**src/rtl/ifetch_ctrl_pkg.sv**
```systemverilog
// Shared definitions for the RISC-V lab core fetch path.
// Holds the legal base opcodes, the fetch FSM state type and the halt cause codes.
package rv_pkg;

    localparam logic [6:0] OP_R    = 7'b0110011;
    localparam logic [6:0] OP_I    = 7'b0010011;
    localparam logic [6:0] OP_S    = 7'b0100011;
    localparam logic [6:0] OP_L    = 7'b0000011;
    localparam logic [6:0] OP_B    = 7'b1100011;
    localparam logic [6:0] OP_JAL  = 7'b1101111;
    localparam logic [6:0] OP_JALR = 7'b1100111;

    typedef enum logic [1:0] {
        FS_REQ  = 2'b00,
        FS_WAIT = 2'b01,
        FS_HOLD = 2'b10,
        FS_HALT = 2'b11
    } fetch_state_e;

    typedef enum logic [1:0] {
        HC_NONE     = 2'b00,
        HC_ILLEGAL  = 2'b01,
        HC_MISALIGN = 2'b10
    } halt_cause_e;

endpackage

```
**src/rtl/ifetch_ctrl_if.sv**
```systemverilog
// Bundle of the fetch controller's bus signals.
//   imem_req_*      : request channel to instruction memory (addr = pc)
//   imem_rsp_*      : response channel from instruction memory
//   instr*          : held instruction offered to execute (valid/ready)
//   redirect_*      : next-PC override from execute, used on instr handshake
//   pc/halted/halt_cause : status
// master = fetch controller, slave = memory/execute side.
interface ifetch_ctrl_if #(
    parameter int unsigned PC_W = 11,
    parameter int unsigned ILEN = 32
);
    logic            imem_req_valid;
    logic            imem_req_ready;
    logic [PC_W-1:0] imem_req_addr;
    logic            imem_rsp_valid;
    logic [ILEN-1:0] imem_rsp_data;
    logic            instr_valid;
    logic            instr_ready;
    logic [ILEN-1:0] instr;
    logic [PC_W-1:0] instr_pc;
    logic            redirect_valid;
    logic [PC_W-1:0] redirect_pc;
    logic [PC_W-1:0] pc;
    logic            halted;
    logic [1:0]      halt_cause;

    modport master (
        output imem_req_valid, imem_req_addr, instr_valid, instr, instr_pc,
               pc, halted, halt_cause,
        input  imem_req_ready, imem_rsp_valid, imem_rsp_data, instr_ready,
               redirect_valid, redirect_pc
    );

    modport slave (
        input  imem_req_valid, imem_req_addr, instr_valid, instr, instr_pc,
               pc, halted, halt_cause,
        output imem_req_ready, imem_rsp_valid, imem_rsp_data, instr_ready,
               redirect_valid, redirect_pc
    );
endinterface

```
**src/rtl/ifetch_ctrl_opcode_legal.sv**
```systemverilog
// Combinational opcode check: flags the base RV32I opcodes the lab core executes.
//   opcode_i : instruction bits [6:0]
//   legal_o  : 1 when opcode_i is one of R/I/S/L/B/JAL/JALR
module rv_opcode_legal
    import rv_pkg::*;
(
    input  logic [6:0] opcode_i,
    output logic       legal_o
);
    always_comb begin
        legal_o = 1'b0;
        case (opcode_i)
            OP_R, OP_I, OP_S, OP_L, OP_B, OP_JAL, OP_JALR: legal_o = 1'b1;
            default:                                       legal_o = 1'b0;
        endcase
    end
endmodule

```
**src/rtl/ifetch_ctrl.sv**
```systemverilog
// Instruction-fetch controller: owns the PC, issues one memory request at a
// time, holds the fetched word for execute and applies redirects. Halts
// stickily on an illegal opcode or a misaligned redirect target.
//   clk, rst : core clock, asynchronous active-high reset
//   bus      : ifetch_ctrl_if master (memory request/response, instruction
//              handshake, redirect input, pc/halt status)
module ifetch_ctrl
    import rv_pkg::*;
#(
    parameter int unsigned     PC_W     = 11,
    parameter logic [PC_W-1:0] RESET_PC = '0,
    parameter int unsigned     ILEN     = 32
) (
    input logic           clk,
    input logic           rst,
    ifetch_ctrl_if.master bus
);
    fetch_state_e    state_q, state_d;
    halt_cause_e     cause_q, cause_d;
    logic [PC_W-1:0] pc_q, pc_d;
    logic [PC_W-1:0] ipc_q, ipc_d;
    logic [ILEN-1:0] instr_q, instr_d;
    logic            legal;

    rv_opcode_legal u_legal (
        .opcode_i (bus.imem_rsp_data[6:0]),
        .legal_o  (legal)
    );

    always_ff @(posedge clk or posedge rst) begin
        if (rst) begin
            state_q <= FS_REQ;
            cause_q <= HC_NONE;
            pc_q    <= RESET_PC;
            ipc_q   <= '0;
            instr_q <= '0;
        end else begin
            state_q <= state_d;
            cause_q <= cause_d;
            pc_q    <= pc_d;
            ipc_q   <= ipc_d;
            instr_q <= instr_d;
        end
    end

    always_comb begin
        state_d = state_q;
        cause_d = cause_q;
        pc_d    = pc_q;
        ipc_d   = ipc_q;
        instr_d = instr_q;
        case (state_q)
            FS_REQ: begin
                if (bus.imem_req_ready) state_d = FS_WAIT;
            end
            FS_WAIT: begin
                // The word is captured even when illegal so it stays visible after halting.
                if (bus.imem_rsp_valid) begin
                    instr_d = bus.imem_rsp_data;
                    ipc_d   = pc_q;
                    if (legal) begin
                        state_d = FS_HOLD;
                    end else begin
                        state_d = FS_HALT;
                        cause_d = HC_ILLEGAL;
                    end
                end
            end
            FS_HOLD: begin
                if (bus.instr_ready) begin
                    if (!bus.redirect_valid) begin
                        pc_d    = pc_q + PC_W'(4);
                        state_d = FS_REQ;
                    end else if (bus.redirect_pc[1:0] == 2'b00) begin
                        pc_d    = bus.redirect_pc;
                        state_d = FS_REQ;
                    end else begin
                        state_d = FS_HALT;
                        cause_d = HC_MISALIGN;
                    end
                end
            end
            default: ;
        endcase
    end

    // Handshake outputs decode from state only, so no input reaches an output combinationally.
    assign bus.imem_req_valid = (state_q == FS_REQ);
    assign bus.imem_req_addr  = pc_q;
    assign bus.instr_valid    = (state_q == FS_HOLD);
    assign bus.instr          = instr_q;
    assign bus.instr_pc       = ipc_q;
    assign bus.pc             = pc_q;
    assign bus.halted         = (state_q == FS_HALT);
    assign bus.halt_cause     = cause_q;
endmodule

```
**src/flat_wrapper.sv**
```systemverilog
// flat-port wrapper written by rule: the top's interface ports become plain ports
module ifetch_ctrl_flat import rv_pkg::*;
#(
    parameter int unsigned     PC_W     = 11,
    parameter logic [PC_W-1:0] RESET_PC = '0,
    parameter int unsigned     ILEN     = 32
)
  (clk, rst, bus_imem_req_valid, bus_imem_req_addr, bus_instr_valid, bus_instr, bus_instr_pc, bus_pc, bus_halted, bus_halt_cause, bus_imem_req_ready, bus_imem_rsp_valid, bus_imem_rsp_data, bus_instr_ready, bus_redirect_valid, bus_redirect_pc);
  ifetch_ctrl_if #(.PC_W(PC_W), .ILEN(ILEN)) bus_i ();
  input logic clk;
  input logic rst;
  output wire logic [$bits(bus_i.imem_req_valid)-1:0] bus_imem_req_valid;
  output wire logic [$bits(bus_i.imem_req_addr)-1:0] bus_imem_req_addr;
  output wire logic [$bits(bus_i.instr_valid)-1:0] bus_instr_valid;
  output wire logic [$bits(bus_i.instr)-1:0] bus_instr;
  output wire logic [$bits(bus_i.instr_pc)-1:0] bus_instr_pc;
  output wire logic [$bits(bus_i.pc)-1:0] bus_pc;
  output wire logic [$bits(bus_i.halted)-1:0] bus_halted;
  output wire logic [$bits(bus_i.halt_cause)-1:0] bus_halt_cause;
  input wire logic [$bits(bus_i.imem_req_ready)-1:0] bus_imem_req_ready;
  input wire logic [$bits(bus_i.imem_rsp_valid)-1:0] bus_imem_rsp_valid;
  input wire logic [$bits(bus_i.imem_rsp_data)-1:0] bus_imem_rsp_data;
  input wire logic [$bits(bus_i.instr_ready)-1:0] bus_instr_ready;
  input wire logic [$bits(bus_i.redirect_valid)-1:0] bus_redirect_valid;
  input wire logic [$bits(bus_i.redirect_pc)-1:0] bus_redirect_pc;
  assign bus_imem_req_valid = bus_i.imem_req_valid;
  assign bus_imem_req_addr = bus_i.imem_req_addr;
  assign bus_instr_valid = bus_i.instr_valid;
  assign bus_instr = bus_i.instr;
  assign bus_instr_pc = bus_i.instr_pc;
  assign bus_pc = bus_i.pc;
  assign bus_halted = bus_i.halted;
  assign bus_halt_cause = bus_i.halt_cause;
  assign bus_i.imem_req_ready = bus_imem_req_ready;
  assign bus_i.imem_rsp_valid = bus_imem_rsp_valid;
  assign bus_i.imem_rsp_data = bus_imem_rsp_data;
  assign bus_i.instr_ready = bus_instr_ready;
  assign bus_i.redirect_valid = bus_redirect_valid;
  assign bus_i.redirect_pc = bus_redirect_pc;
  ifetch_ctrl #(.PC_W(PC_W), .RESET_PC(RESET_PC), .ILEN(ILEN)) u_core (.clk(clk), .rst(rst), .bus(bus_i));
endmodule
```
**config.mk**
```make
export PLATFORM = sky130hd
export DESIGN_NAME = ifetch_ctrl_flat
export DESIGN_NICKNAME = d
export VERILOG_FILES = /design/src/rtl/ifetch_ctrl_pkg.sv /design/src/rtl/ifetch_ctrl_if.sv /design/src/rtl/ifetch_ctrl_opcode_legal.sv /design/src/rtl/ifetch_ctrl.sv /design/src/flat_wrapper.sv
export SDC_FILE = /design/constraint.sdc
export NUM_CORES = 1
export LEC_CHECK = 0
export CAP_MARGIN = 20
export CELL_PAD_IN_SITES_DETAIL_PLACEMENT = 1
export CELL_PAD_IN_SITES_GLOBAL_PLACEMENT = 2
export CORE_MARGIN = 1
export CORE_UTILIZATION = 23
export DETAILED_ROUTE_END_ITERATION = 10
export PLACE_DENSITY = 0.78
export SLEW_MARGIN = 30
export SYNTH_ARGS = -nofsm -noshare
export SYNTH_HDL_FRONTEND = slang
export SYNTH_SLANG_ARGS = --single-unit
```
**constraint.sdc**
```tcl
create_clock -name clk -period 1.89 [get_ports clk]
set_clock_uncertainty 0.2 [all_clocks]
set_input_delay 0.4725 -clock clk [delete_from_list [all_inputs] [get_ports clk]]
set_output_delay 0.4725 -clock clk [all_outputs]
set_load 0.05 [all_outputs]
```
== Yosys cells after proc, flatten, opt, wreduce, memory -nomap -nowiden ==
Cells that the tools add are included.

* Register bits: 58
* Bits in latches: 0
* Bits in writable memories: 0
* Bits in read-only memories: 0
* Input port bits: 49
* Output and inout port bits: 70
* Memories: 0

* Add/subtract/negate cells: 1
* Multiply operators: 0
* Divide/modulo/power cells: 0
* Magnitude comparators: 0
* Equal/unequal tests: 17
* Shift operators: 0
* Mux-type cells: 16
* Bitwise logic cells: 0
* Reductions and logical operators: 9

{| class="wikitable"
|+ Operators by type and width
! cell !! count
|-
| $mux 11 || 2
|-
| $eq 7x7->1 const B || 3
|-
| $mux 2 || 10
|-
| $eq 7x6->1 const B || 2
|-
| $add 11x3->11 const B || 1
|-
| $ne 2x1->1 const B || 4
|-
| $eq 7x2->1 const B || 1
|-
| $eq 7x5->1 const B || 1
|-
| $reduce_or 7->1 || 1
|-
| $ne 2x2->1 const B || 3
|-
| $pmux 2 s3 || 1
|-
| $reduce_and 6->1 || 1
|-
| $eq 2x2->1 const B || 2
|-
| $logic_not 2->1 || 2
|-
| $pmux 2 s2 || 1
|-
| $reduce_and 4->1 || 1
|-
| $reduce_and 3->1 || 1
|-
| $reduce_bool 3->1 || 1
|-
| $eq 2x1->1 const B || 1
|-
| $mux 1 || 2
|-
| $reduce_and 2->1 || 1
|-
| $reduce_bool 2->1 || 1
|}

== Depth between registers and ports, before layout ==
Gate-level depths: netlist (run 1).

* Word-level depth: 6
* Gate-level depth with buffers: 7
* Mapped depth without buffers: 6

== Modules after synthesis ==
Synthesis (run 1) repeated with hierarchy kept, for this count alone.

* Cell total of the unflattened synthesis: 207
* Area, all modules: 2,675.1 µm²

{| class="wikitable"
|+ Modules (own cells, without submodules)
! module !! instances !! cells an instance !! area an instance (µm²)
|-
| ifetch_ctrl || 1 || 202 || 2,638.8
|-
| rv_opcode_legal || 1 || 5 || 36.3
|}

== Worst setup path after synthesis (run 1) ==
Ideal clock, no wire load.

* Kind: register to register
* Start point: register u_core.state_q[0]
* End point: register u_core.cause_q[1], in the netlist u_core.bus.halt_cause[1]
* Setup time: 0.125 ns
* Arrival time: 1.929 ns
* Required time: 1.565 ns
* Slack: -0.364 ns
* Stages on the path, launching flop included: 8
* Path buffers: 1
* Cells stage by stage: dfrtp_1 > inv_1 > ha_1 > buf_4 > nor2b_4 > a2111oi_4 > o31ai_2 > mux2_4

* Word-level cells in the longest chain between the ends: 3
* Elaborated cells between the ends (all ways): 10
* Classes of those cells: eq/ne (7); mux (1); reduce/logical (2)

{| class="wikitable"
|+ Ends and longest elaborated chain
! what !! RTL line !! text
|-
| start: declaration || ifetch_ctrl.sv:18 || <nowiki>fetch_state_e state_q, state_d;</nowiki>
|-
| start signal: assignment || ifetch_ctrl.sv:38 || <nowiki>state_q <= state_d;</nowiki>
|-
| $eq 2x2->1 (*) || n/a ||
|-
| via bus_instr_valid || flat_wrapper.sv:14 || <nowiki>output wire logic [$bits(bus_i.instr_valid)-1:0] bus_instr_valid;</nowiki>
|-
| $ne 2x2->1 (no source line), or another cell as far along || n/a ||
|-
| $reduce_and 6->1 (no source line) || n/a ||
|-
| end signal: assignment || ifetch_ctrl.sv:39 || <nowiki>cause_q <= cause_d;</nowiki>
|-
| end: declaration || ifetch_ctrl.sv:19 || <nowiki>halt_cause_e cause_q, cause_d;</nowiki>
|}

Mark *: on every way through the listed nets, which the timed path passes. The rest lies on a longest branch.
A chain may end at the register's enable or synchronous reset.

== Final worst setup path (run 1) ==
* Start point: register u_core.state_q[1]
* End point: output bus_imem_req_valid

* Word-level cells in the longest chain between the ends: 1

{| class="wikitable"
|+ Ends and longest elaborated chain
! what !! RTL line !! text
|-
| $logic_not 2->1 || ifetch_ctrl.sv:88 || <nowiki>assign bus.imem_req_valid = (state_q == FS_REQ);</nowiki>
|-
| end: declaration || flat_wrapper.sv:12 || <nowiki>output wire logic [$bits(bus_i.imem_req_valid)-1:0] bus_imem_req_valid;</nowiki>
|}

Every way passes these cells.

==> flow_metrics.env, run 1 <==
export IMPL_dp_hpwl_um=6006
export IMPL_gr_total_overflow=0
export IMPL_ys_seq_elements=58
export IMPL_synth_cell_types=34
export IMPL_avgSynthCellArea_um2=12.69
export IMPL_drt_iter0_drc=67
export IMPL_async_reset_ff_frac=1.000
export IMPL_path_class="reg -> out"
export IMPL_worst_slew_pin_slew_ns=0.3942
export IMPL_violations="setup timing"
export IMPL_m1WireLength_um=3061
export IMPL_post_drt_wl_per_cell_um=15.83
export IMPL_final_nets=406
export IMPL_synth_edff_count=0
export IMPL_root_buffer="clkbuf_16"
export IMPL_clock_path_buffers=2
export IMPL_hold_class="in -> async"
export IMPL_setup_viol=3
export IMPL_required_ns=1.22
export IMPL_drc=0
export IMPL_dr_wl_met2_um=4192
export IMPL_rsz0062_at_grt="true"
export IMPL_yosysTopAreaCell="dfrtp_1"
export IMPL_synth_top_area_frac=0.5421
export IMPL_yosysSeqAreaShare=0.5421
export IMPL_leakagePower_nw=2.294
export IMPL_cts_max_level=3
export IMPL_area_growth_pct=97.52
export IMPL_synth_nets=266
export IMPL_status="complete, but fails checks"
export IMPL_dr_wl_met3_um=605
export IMPL_coreArea_mm2=0.01137
export IMPL_grt_max_degree=33
export IMPL_worst_slack_ns=-0.03114
export IMPL_cts_hold_buf=0
export IMPL_num_vias=2179
export IMPL_yosysMostFrequentCell="dfrtp_1"
export IMPL_cp_arrival_ns=1.25
export IMPL_finalHoldViolations=0
export IMPL_rows=39
export IMPL_fp_dieArea_mm2=0.01208
export IMPL_cts_made_buffers=9
export IMPL_io_buffers=118
export IMPL_clock_sinks=58
export IMPL_firstDrtPassIters=4
export IMPL_irDropWorstVdd_v=0.001028
export IMPL_diodes=0
export IMPL_ioPinCount=119
export IMPL_synth_cell_area_mm2=0.002678
export IMPL_p_total_w=0.01093
export IMPL_path_clk_slew_ns=0.05
export IMPL_routed_top_layer="met4"
export IMPL_yosys_warnings=0
export IMPL_final_max_slew_violation_count=0
export IMPL_place_congestion=0.7554
export IMPL_critPathLaunchType="register"
export IMPL_post_route_min_period_ns=1.921
export IMPL_layout_drive_gt1_share=0.4185
export IMPL_max_freq_mhz=520.5
export IMPL_cp_max_fo=3
export IMPL_power_density_mw_per_mm2=2067
export IMPL_endpoint_kind="output port"
export IMPL_synth_ff_type="dfrtp_1"
export IMPL_slew_headroom=0.7372
export IMPL_die_h_um=109.9
export IMPL_start_util=0.2355
export IMPL_cts_tree="built"
export IMPL_synthCells=211
export IMPL_cap_viol_max_count=0
export IMPL_antenna_found_initial=0
export IMPL_yosys_top_cells_area="dfrtp_1 (54%), mux2_1 (12%), mux2_2 (5.9%), buf_4 (3.4%), ha_1 (2.8%)"
export IMPL_ant_nets=0
export IMPL_grt_pass1_wl_um=12670
export IMPL_die_w_um=109.9
export IMPL_via_per_inst=4.367
export IMPL_totalWireLength_um=7900
export IMPL_synthTopCellsByCount="dfrtp_1 (58), mux2_1 (28), mux2_2 (14), buf_4 (12), nor2_1 (10)"
export IMPL_grt_pass1_vias=2435
export IMPL_final_util=0.4652
export IMPL_track_usage=0.1401
export IMPL_period_share=1.016
export IMPL_clk_latency_ns=0.32
[sequential cells by signal, summed over array words and instances (netlist names)]
signal and count:
u_core.bus.imem_req_addr 11, u_core.state_q 2, u_core.bus.halt_cause 2, u_core.bus.instr_pc 11
u_core.bus.instr 32
[critical path: stages, from the launching register on]
cell	delay [ns]
dfrtp_2	0.42
inv_2	0.05
buf_4	0.14
ha_4	0.17
buf_12	0.14
[path summary, 6_finish.rpt]
| path | startpoint | end | slack [ns] | cells after the start |
|---|---|---|---|---|
| min reg2reg | u_core.bus.instr[4] | u_core.bus.instr[4] | 0.34 | 2 |
| max reg2reg | u_core.state_q[1] | u_core.bus.halt_cause[0] | 0 | 7 |
| max in group asynchronous | rst | u_core.bus.instr[10] | 0.76 | 3 |
| min in group clk | u_core.bus.instr[4] | u_core.bus.instr[4] | 0.34 | 2 |
| min | rst | u_core.bus.instr[29] | 0.34 | 3 |
| max | u_core.state_q[1] | bus_imem_req_valid | -0.03 | 4 |
[area by class of cell]
type	instances	area [µm²]
Clock buffer	12	256.5
Clock inverter	4	73.82
Fill cell	1167	6081
Inverter	8	33.78
Multi-Input combinational cell	124	1110
Sequential cell	58	1455
Tap cell	143	178.9
Timing Repair Buffer	150	2181
[repair_timing]
item | CTS | global route
setup buffers | 5 | 1
gates cloned | 0 | 1
pin swaps | 1 | 4
endpoints found under the setup margin | 25 | 15
resized for setup | 13 | 6
[cell usage in the layout, fill, tap and decap left out, types with 3 or more instances in the layout]
master and count:
buf_12 72, dfrtp_1 55, clkdlybuf4s50_1 46, mux2_1 28, buf_4 24, mux2_2 14, nor2_1 10, clkbuf_16 10
o21ai_0 9, nand2_1 6, nand3_1 5, a21oi_1 5, inv_1 5, buf_6 5, o21ai_1 4, o2bb2ai_1 4
nand4_1 3, nor4_1 3, o211ai_1 3, mux2i_1 3, and2_1 3, ha_4 3, dfrtp_2 3
[per-stage QoR]
stage                     hold slack [ns]   TNS, ns  instances  area, µm²  worst slack [ns]
after floorplan                    0.3657   -0.1557        211       2694           -0.1557
after global placement             0.3316    -10.14        476       4833           -0.3136
after detailed placement           0.3373    -10.72        476       4833           -0.3475
after CTS                          0.3380  -0.07535        497       5233          -0.03479
after global routing               0.3523   -0.5866        499       5289          -0.07225
final                              0.3374  -0.04415        499       5289          -0.03114
[power by group]
| part | switching [W] | leakage (nW) | internal [W] | total [W] |
|---|---|---|---|---|
| logic | 0.00330 | 1.43 | 0.00334 | 0.00664 |
| registers | 0.000712 | 0.702 | 0.00180 | 0.00251 |
| clock network | 0.000559 | 0.163 | 0.00123 | 0.00178 |
| total | 0.00457 | 2.29 | 0.00636 | 0.0109 |
[kinds of logic after synthesis]
family / count (synthesis) / share of synthesized area
AO/OA/AOI/OAI: 34 / 0.1005
adder cells (fa/ha/maj): 6 / 0.02804
buffers and inverters: 29 / 0.06215
flip-flops: 58 / 0.5421
multiplexers: 46 / 0.1935
AND/OR/NAND/NOR: 38 / 0.07383
[routing by layer]
layer | vias to the layer above | GRT usage
met2 | 76 | 0.2513
met3 | 4 | 0.05513
met4 | 0 | 0.03143
met5 | - | 0
met1 | 1079 | 0.1547
li1 | 1020 | -
No activity file was read; power rests on OpenSTA's default activity.
==> run 2, diff against run 1 <==
- CORE_UTILIZATION: 23 -> 28
- PLACE_DENSITY: 0.78 -> 0.89
- clock period: 1.89 -> 2.5 ns (I/O delays scaled with it)
==> run 2 against run 1 <==
Net effect:
- the run now ends clean
- clock power shrank 49%
- critical path depth shrank 3
- critical path type unchanged
- largest cell class is now registers
- worst setup slack gained 0.091 ns
==> flow_metrics.env, run 2 (same netlist as run 1, synthesis figures left out) <==
export IMPL_endpoint_kind="output port"
export IMPL_firstDrtPassIters=4
export IMPL_grt_max_degree=29
export IMPL_antenna_found_initial=0
export IMPL_place_inst=446
export IMPL_path_clk_slew_ns=0.07
export IMPL_clock_sinks=58
export IMPL_post_route_min_period_ns=2.440
export IMPL_hold_class="reg -> reg"
export IMPL_status="finished clean"
export IMPL_track_usage=0.1562
export IMPL_stdcell_count=462
export IMPL_max_freq_mhz=409.8
export IMPL_layout_drive_gt1_share=0.1682
export IMPL_final_nets=383
export IMPL_final_cell_mix="clkdlybuf4s50_1 (101), dfrtp_1 (58), mux2_1 (28), mux2_2 (14), buf_4 (14)"
export IMPL_cpLargestDelayFamily="buffers and inverters"
export IMPL_cp_slowest_stage_delay_ns=0.84
export IMPL_coreArea_mm2=0.009240
export IMPL_totalWireLength_um=7230
export IMPL_area_growth_pct=57.24
export IMPL_cts_made_buffers=9
export IMPL_dp_hpwl_um=5521
export IMPL_ioPinCount=119
export IMPL_power_density_mw_per_mm2=1485
export IMPL_start_util=0.2898
export IMPL_num_vias=2074
export IMPL_root_buffer="clkbuf_8"
export IMPL_r2r_setup_slack_ns=0.32
export IMPL_critPathLaunchType="register"
export IMPL_nFillCells=987
export IMPL_drc=0
export IMPL_grt_pass1_vias=2241
export IMPL_cts_max_level=3
export IMPL_leakagePower_nw=1.856
export IMPL_fp_dieArea_mm2=0.009958
export IMPL_layout_commonest_cell="clkdlybuf4s50_1"
export IMPL_worst_slack_ns=0.05951
export IMPL_period_share=0.9762
export IMPL_largest_register_ffs=32
export IMPL_slew_headroom=0.6279
export IMPL_cts_tree="built"
export IMPL_irDropWorstVdd_v=0.0007442
export IMPL_final_max_slew_violation_count=0
export IMPL_required_ns=1.67
export IMPL_grt_pass1_wl_um=11760
export IMPL_worst_slew_pin_slew_ns=0.5564
export IMPL_ant_nets=0
export IMPL_rsz0062_at_grt="false"
export IMPL_rows=35
export IMPL_cts_post_setup_buffers_inserted=0
export IMPL_die_w_um=99.79
export IMPL_cap_viol_max_count=0
export IMPL_path_class="reg -> out"
export IMPL_worstPathCellList="clkdlybuf4s50_1"
export IMPL_dp_slack_ns=0.03838
export IMPL_cp_max_fo=7
export IMPL_clock_path_buffers=2
export IMPL_diodes=0
export IMPL_tns_ns=0
export IMPL_drt_iter0_drc=48
export IMPL_setup_viol=0
export IMPL_slowest_stage="clkdlybuf4s50_1"
export IMPL_fin_hold_ws_ns=0.2891
export IMPL_io_buffers=118
export IMPL_die_h_um=99.79
export IMPL_critPathBufInv=1
export IMPL_clk_latency_ns=0.33
export IMPL_cp_arrival_ns=1.62
export IMPL_gr_total_overflow=0
export IMPL_place_congestion=0.8511
export IMPL_finalHoldViolations=0
export IMPL_via_per_inst=4.489
export IMPL_post_drt_wl_per_cell_um=15.65
[run 2: cell types whose count changed in the layout (fill, tap and decap cells not counted), moves of 2 or more]
cell / previous run / this run
buf_12: 72 / 5
dlymetal6s2s_1: 0 / 6
clkdlybuf4s50_1: 46 / 101
dfrtp_1: 55 / 58
buf_4: 24 / 14
dfrtp_2: 3 / 0
inv_1: 5 / 7
clkbuf_16: 10 / 0
buf_6: 5 / 0
ha_1: 2 / 6
ha_4: 3 / 0
clkbuf_8: 2 / 11
[run 2: stage by stage]
| stage | utilization | area (µm²) | power [W] |
|---|---|---|---|
| 6_report | 0.4557 | 4210 | 0.006253 |
| 2_1_floorplan | - | 2678 | 0.004146 |
| 5_1_grt | 0.4557 | 4210 | 0.006561 |
| 3_3_place_gp | 0.4320 | 3991 | 0.005332 |
| 4_1_cts | 0.4540 | 4195 | 0.006343 |
| 3_5_place_dp | 0.4320 | 3991 | 0.005426 |
[run 2: repair_timing]
action	in CTS	in global routing
pin swaps	0	0
hold buffers	0	0
hold endpoints to repair	0	0
endpoints found under the setup margin	2	7
gates resized for setup	1	6
[run 2: final cells by class]
cell class	count	area, µm²	area share
clock buffer	12	155.1	0.03685
inverter	8	30.03	0.007132
sequential	58	1451	0.3447
clock inverter	4	50.05	0.01189
tap	129	161.4	0.03834
multi-input combinational	124	1062	0.2523
timing repair buffer	127	1300	0.3088
[run 2: tightest hold or removal path: cells and delay by family, from the launching register on]
family           cells  cell delay, ns
AO/OA/AOI/OAI        1            0.06
flip-flops           1            0.34
AND/OR/NAND/NOR      1            0.05
[run 2: path summary, 6_finish.rpt]
path,cells after the start,start,to
worst max-delay path,1,u_core.bus.imem_req_addr[3],bus_imem_req_addr[3]
worst min-delay path,2,u_core.bus.instr[4],u_core.bus.instr[4]
worst max register to register,6,u_core.state_q[0],u_core.bus.halt_cause[1]
worst min register to register,2,u_core.bus.instr[4],u_core.bus.instr[4]
max in group asynchronous,3,rst,u_core.bus.instr[19]
min in group asynchronous,2,rst,u_core.bus.imem_req_addr[8]
[run 2: report_power, final]
| part | internal [W] | leakage (nW) | total (W) | switching, W |
|---|---|---|---|---|
| Combinational | 0.00132 | 1.05 | 0.00371 | 0.00238 |
| Clock | 0.000514 | 0.0986 | 0.000900 | 0.000387 |
| Sequential | 0.00135 | 0.705 | 0.00165 | 0.000295 |
[run 2: routing by layer]
metal / wire length [µm] / global-route usage / share of wire / up-vias
li1: - / - / - / 973
met4: 78 / 0.05317 / 0.011 / 0
met2: 3665 / 0.2674 / 0.51 / 67
met5: 0 / 0 / 0 / -
met1: 3143 / 0.1911 / 0.43 / 1028
met3: 343 / 0.04039 / 0.047 / 6
==> run 3, diff against run 2 <==
- CORE_MARGIN: 1 -> 10
- GPL_ROUTABILITY_DRIVEN: unset -> 1
==> run 3 against run 2 <==
Net effect:
- utilization fell by 1.1 points
- via count rose by 0.72%
- total power fell by 0.82%
- flip-flop and latch count did not move
- sequential power barely moved
- final cell count fell by 0.43%
==> flow_metrics.env, run 3 (same netlist as run 1, synthesis figures left out) <==
export IMPL_grt_pass1_wl_um=12900
export IMPL_intPower_w=0.003091
export IMPL_final_nets=381
export IMPL_reg2reg_depth=6
export IMPL_grt_pass1_vias=2399
export IMPL_endpoint_kind="output port"
export IMPL_coreArea_mm2=0.009284
export IMPL_cp_arrival_ns=1.62
export IMPL_totalWireLength_um=8127
export IMPL_max_freq_mhz=408.3
export IMPL_path_class="reg -> out"
export IMPL_min_from="u_core.bus.instr[4]"
export IMPL_rsz0062_at_grt="false"
export IMPL_clock_path_buffers=2
export IMPL_start_util=0.2884
export IMPL_largest_register_ffs=32
export IMPL_place_congestion=0.8159
export IMPL_irDropWorstVdd_v=0.0007785
export IMPL_r2r_setup_slack_ns=0.36
export IMPL_slowest_stage="clkdlybuf4s50_1"
export IMPL_sw_frac_of_total=0.5017
export IMPL_final_cell_mix="clkdlybuf4s50_1 (99), dfrtp_1 (58), mux2_1 (28), buf_4 (21), mux2_2 (14)"
export IMPL_gr_total_overflow=0
export IMPL_critPathBufInv=1
export IMPL_setup_viol=0
export IMPL_pwr_share_comb=0.591
export IMPL_finalHoldViolations=0
export IMPL_drc=0
export IMPL_grt_max_degree=35
export IMPL_clock_sinks=58
export IMPL_root_buffer="clkbuf_8"
export IMPL_hold_depth=2
export IMPL_drt_iter0_drc=29
export IMPL_worst_slew_pin_slew_ns=0.5518
export IMPL_period_share=0.9797
export IMPL_via_per_inst=4.541
export IMPL_num_vias=2089
export IMPL_rows=35
export IMPL_final_max_slew_violation_count=0
export IMPL_critPathLaunchType="register"
export IMPL_fin_hold_ws_ns=0.2850
export IMPL_slew_headroom=0.6310
export IMPL_firstDrtPassIters=4
export IMPL_io_buffers=118
export IMPL_cts_made_buffers=9
export IMPL_cp_max_fo=6
export IMPL_hold_end="u_core.bus.instr[4]"
export IMPL_diodes=0
export IMPL_fp_dieArea_mm2=0.01387
export IMPL_cts_tree="built"
export IMPL_rr_endpoint="u_core.bus.halt_cause[1]"
export IMPL_pwr_share_clk=0.143
export IMPL_layout_drive_gt1_share=0.1843
export IMPL_cts_hold_buf=0
export IMPL_use_met1=0.1264
export IMPL_grtUsageMet3=0.05995
export IMPL_path_clk_slew_ns=0.08
export IMPL_layout_commonest_cell="clkdlybuf4s50_1"
export IMPL_worstPathCellList="clkdlybuf4s50_1"
export IMPL_hold_class="reg -> reg"
export IMPL_leakagePower_nw=1.781
export IMPL_dp_hpwl_um=6334
export IMPL_cp_slowest_stage_delay_ns=0.85
export IMPL_ioPinCount=119
export IMPL_busiest_layer="met2"
export IMPL_p_seq_frac=0.267
export IMPL_grtUsageMet2=0.1955
export IMPL_clk_latency_ns=0.33
export IMPL_status="finished clean"
export IMPL_power_density_mw_per_mm2=1502
export IMPL_required_ns=1.67
export IMPL_r2r_start="u_core.state_q[0]"
export IMPL_cpLargestDelayFamily="buffers and inverters"
export IMPL_tns_ns=0
export IMPL_antenna_found_initial=0
export IMPL_cts_max_level=3
export IMPL_switchingPower_w=0.003112
export IMPL_die_h_um=117.8
export IMPL_track_usage=0.1155
export IMPL_die_w_um=117.8
export IMPL_cap_viol_max_count=0
export IMPL_ant_nets=0
export IMPL_area_growth_pct=54.21
export IMPL_post_route_min_period_ns=2.449
export IMPL_post_drt_wl_per_cell_um=17.67
-- run 3: cell types whose count changed in the layout (fill, tap and decap cells not counted) --
cell and change:
dlymetal6s2s_1 -4, buf_12 -3, clkdlybuf4s50_1 -2, clkbuf_1 -1, clkinv_4 +3, clkbuf_8 -2
inv_6 +1, clkinvlp_4 -1, buf_4 +7
-- run 3: metal layers --
| metal | wire, µm | share of wire |
|---|---|---|
| met5 | 0 | 0 |
| met4 | 40 | 0.0049 |
| met3 | 696 | 0.086 |
| met2 | 4044 | 0.50 |
| met1 | 3346 | 0.41 |
-- run 3: layout make-up --
type,instances,area [µm²]
fillers,1016,5155
flip-flops and latches,58,1451
repair buffers,125,1222
multi-input cells,124,1062
well taps,129,161.4
clock buffers,9,123.9
clock inverters,7,77.57
inverters,8,30.03
-- run 3: stage by stage --
step / setup WS, ns / cell area (µm²) / cells / total power [W] / utilization
finish: 0.05085 / 4129 / 460 / 0.006202 / 0.4447
global route: 0.002642 / 4129 / 460 / 0.006537 / 0.4447
CTS: 0.01355 / 4124 / 460 / 0.006312 / 0.4442
detailed placement: 0.07700 / 3924 / 444 / 0.005397 / 0.4226
global placement: 0.1021 / 3924 / 444 / 0.005326 / 0.4226
floorplan: 0.2460 / 2678 / 211 / 0.004146 / -
-- run 3: how the worst max path moves through the flow --
stage | depth (start not counted) | start | endpoint | slack (ns)
after floorplan | 1 | rst | u_core.bus.halt_cause[0] | 0.25
after global placement | 5 | bus_redirect_pc[1] | u_core.bus.halt_cause[1] | 0.10
after detailed placement | 5 | bus_redirect_pc[1] | u_core.bus.halt_cause[1] | 0.08
after CTS | 1 | u_core.bus.imem_req_addr[3] | bus_imem_req_addr[3] | 0.01
after global routing | 1 | u_core.bus.imem_req_addr[9] | bus_pc[9] | 0.003
final | 1 | u_core.bus.imem_req_addr[9] | bus_pc[9] | 0.05
-- run 3: repair_timing --
action | in CTS | in global routing
buffers inserted | 0 | 0
endpoints found under the setup margin | 1 | 3
gates resized for setup | 1 | 2
-- run 3: power groups by stage --
stage	Clock (W)	Combinational [W]	Sequential [W]
finish	0.000885	0.00366	0.00165
detailed placement	0	0.00372	0.00168
global route	0.000967	0.00384	0.00173
floorplan	0	0.00111	0.00304
CTS	0.000925	0.00372	0.00167
global placement	0	0.00368	0.00165
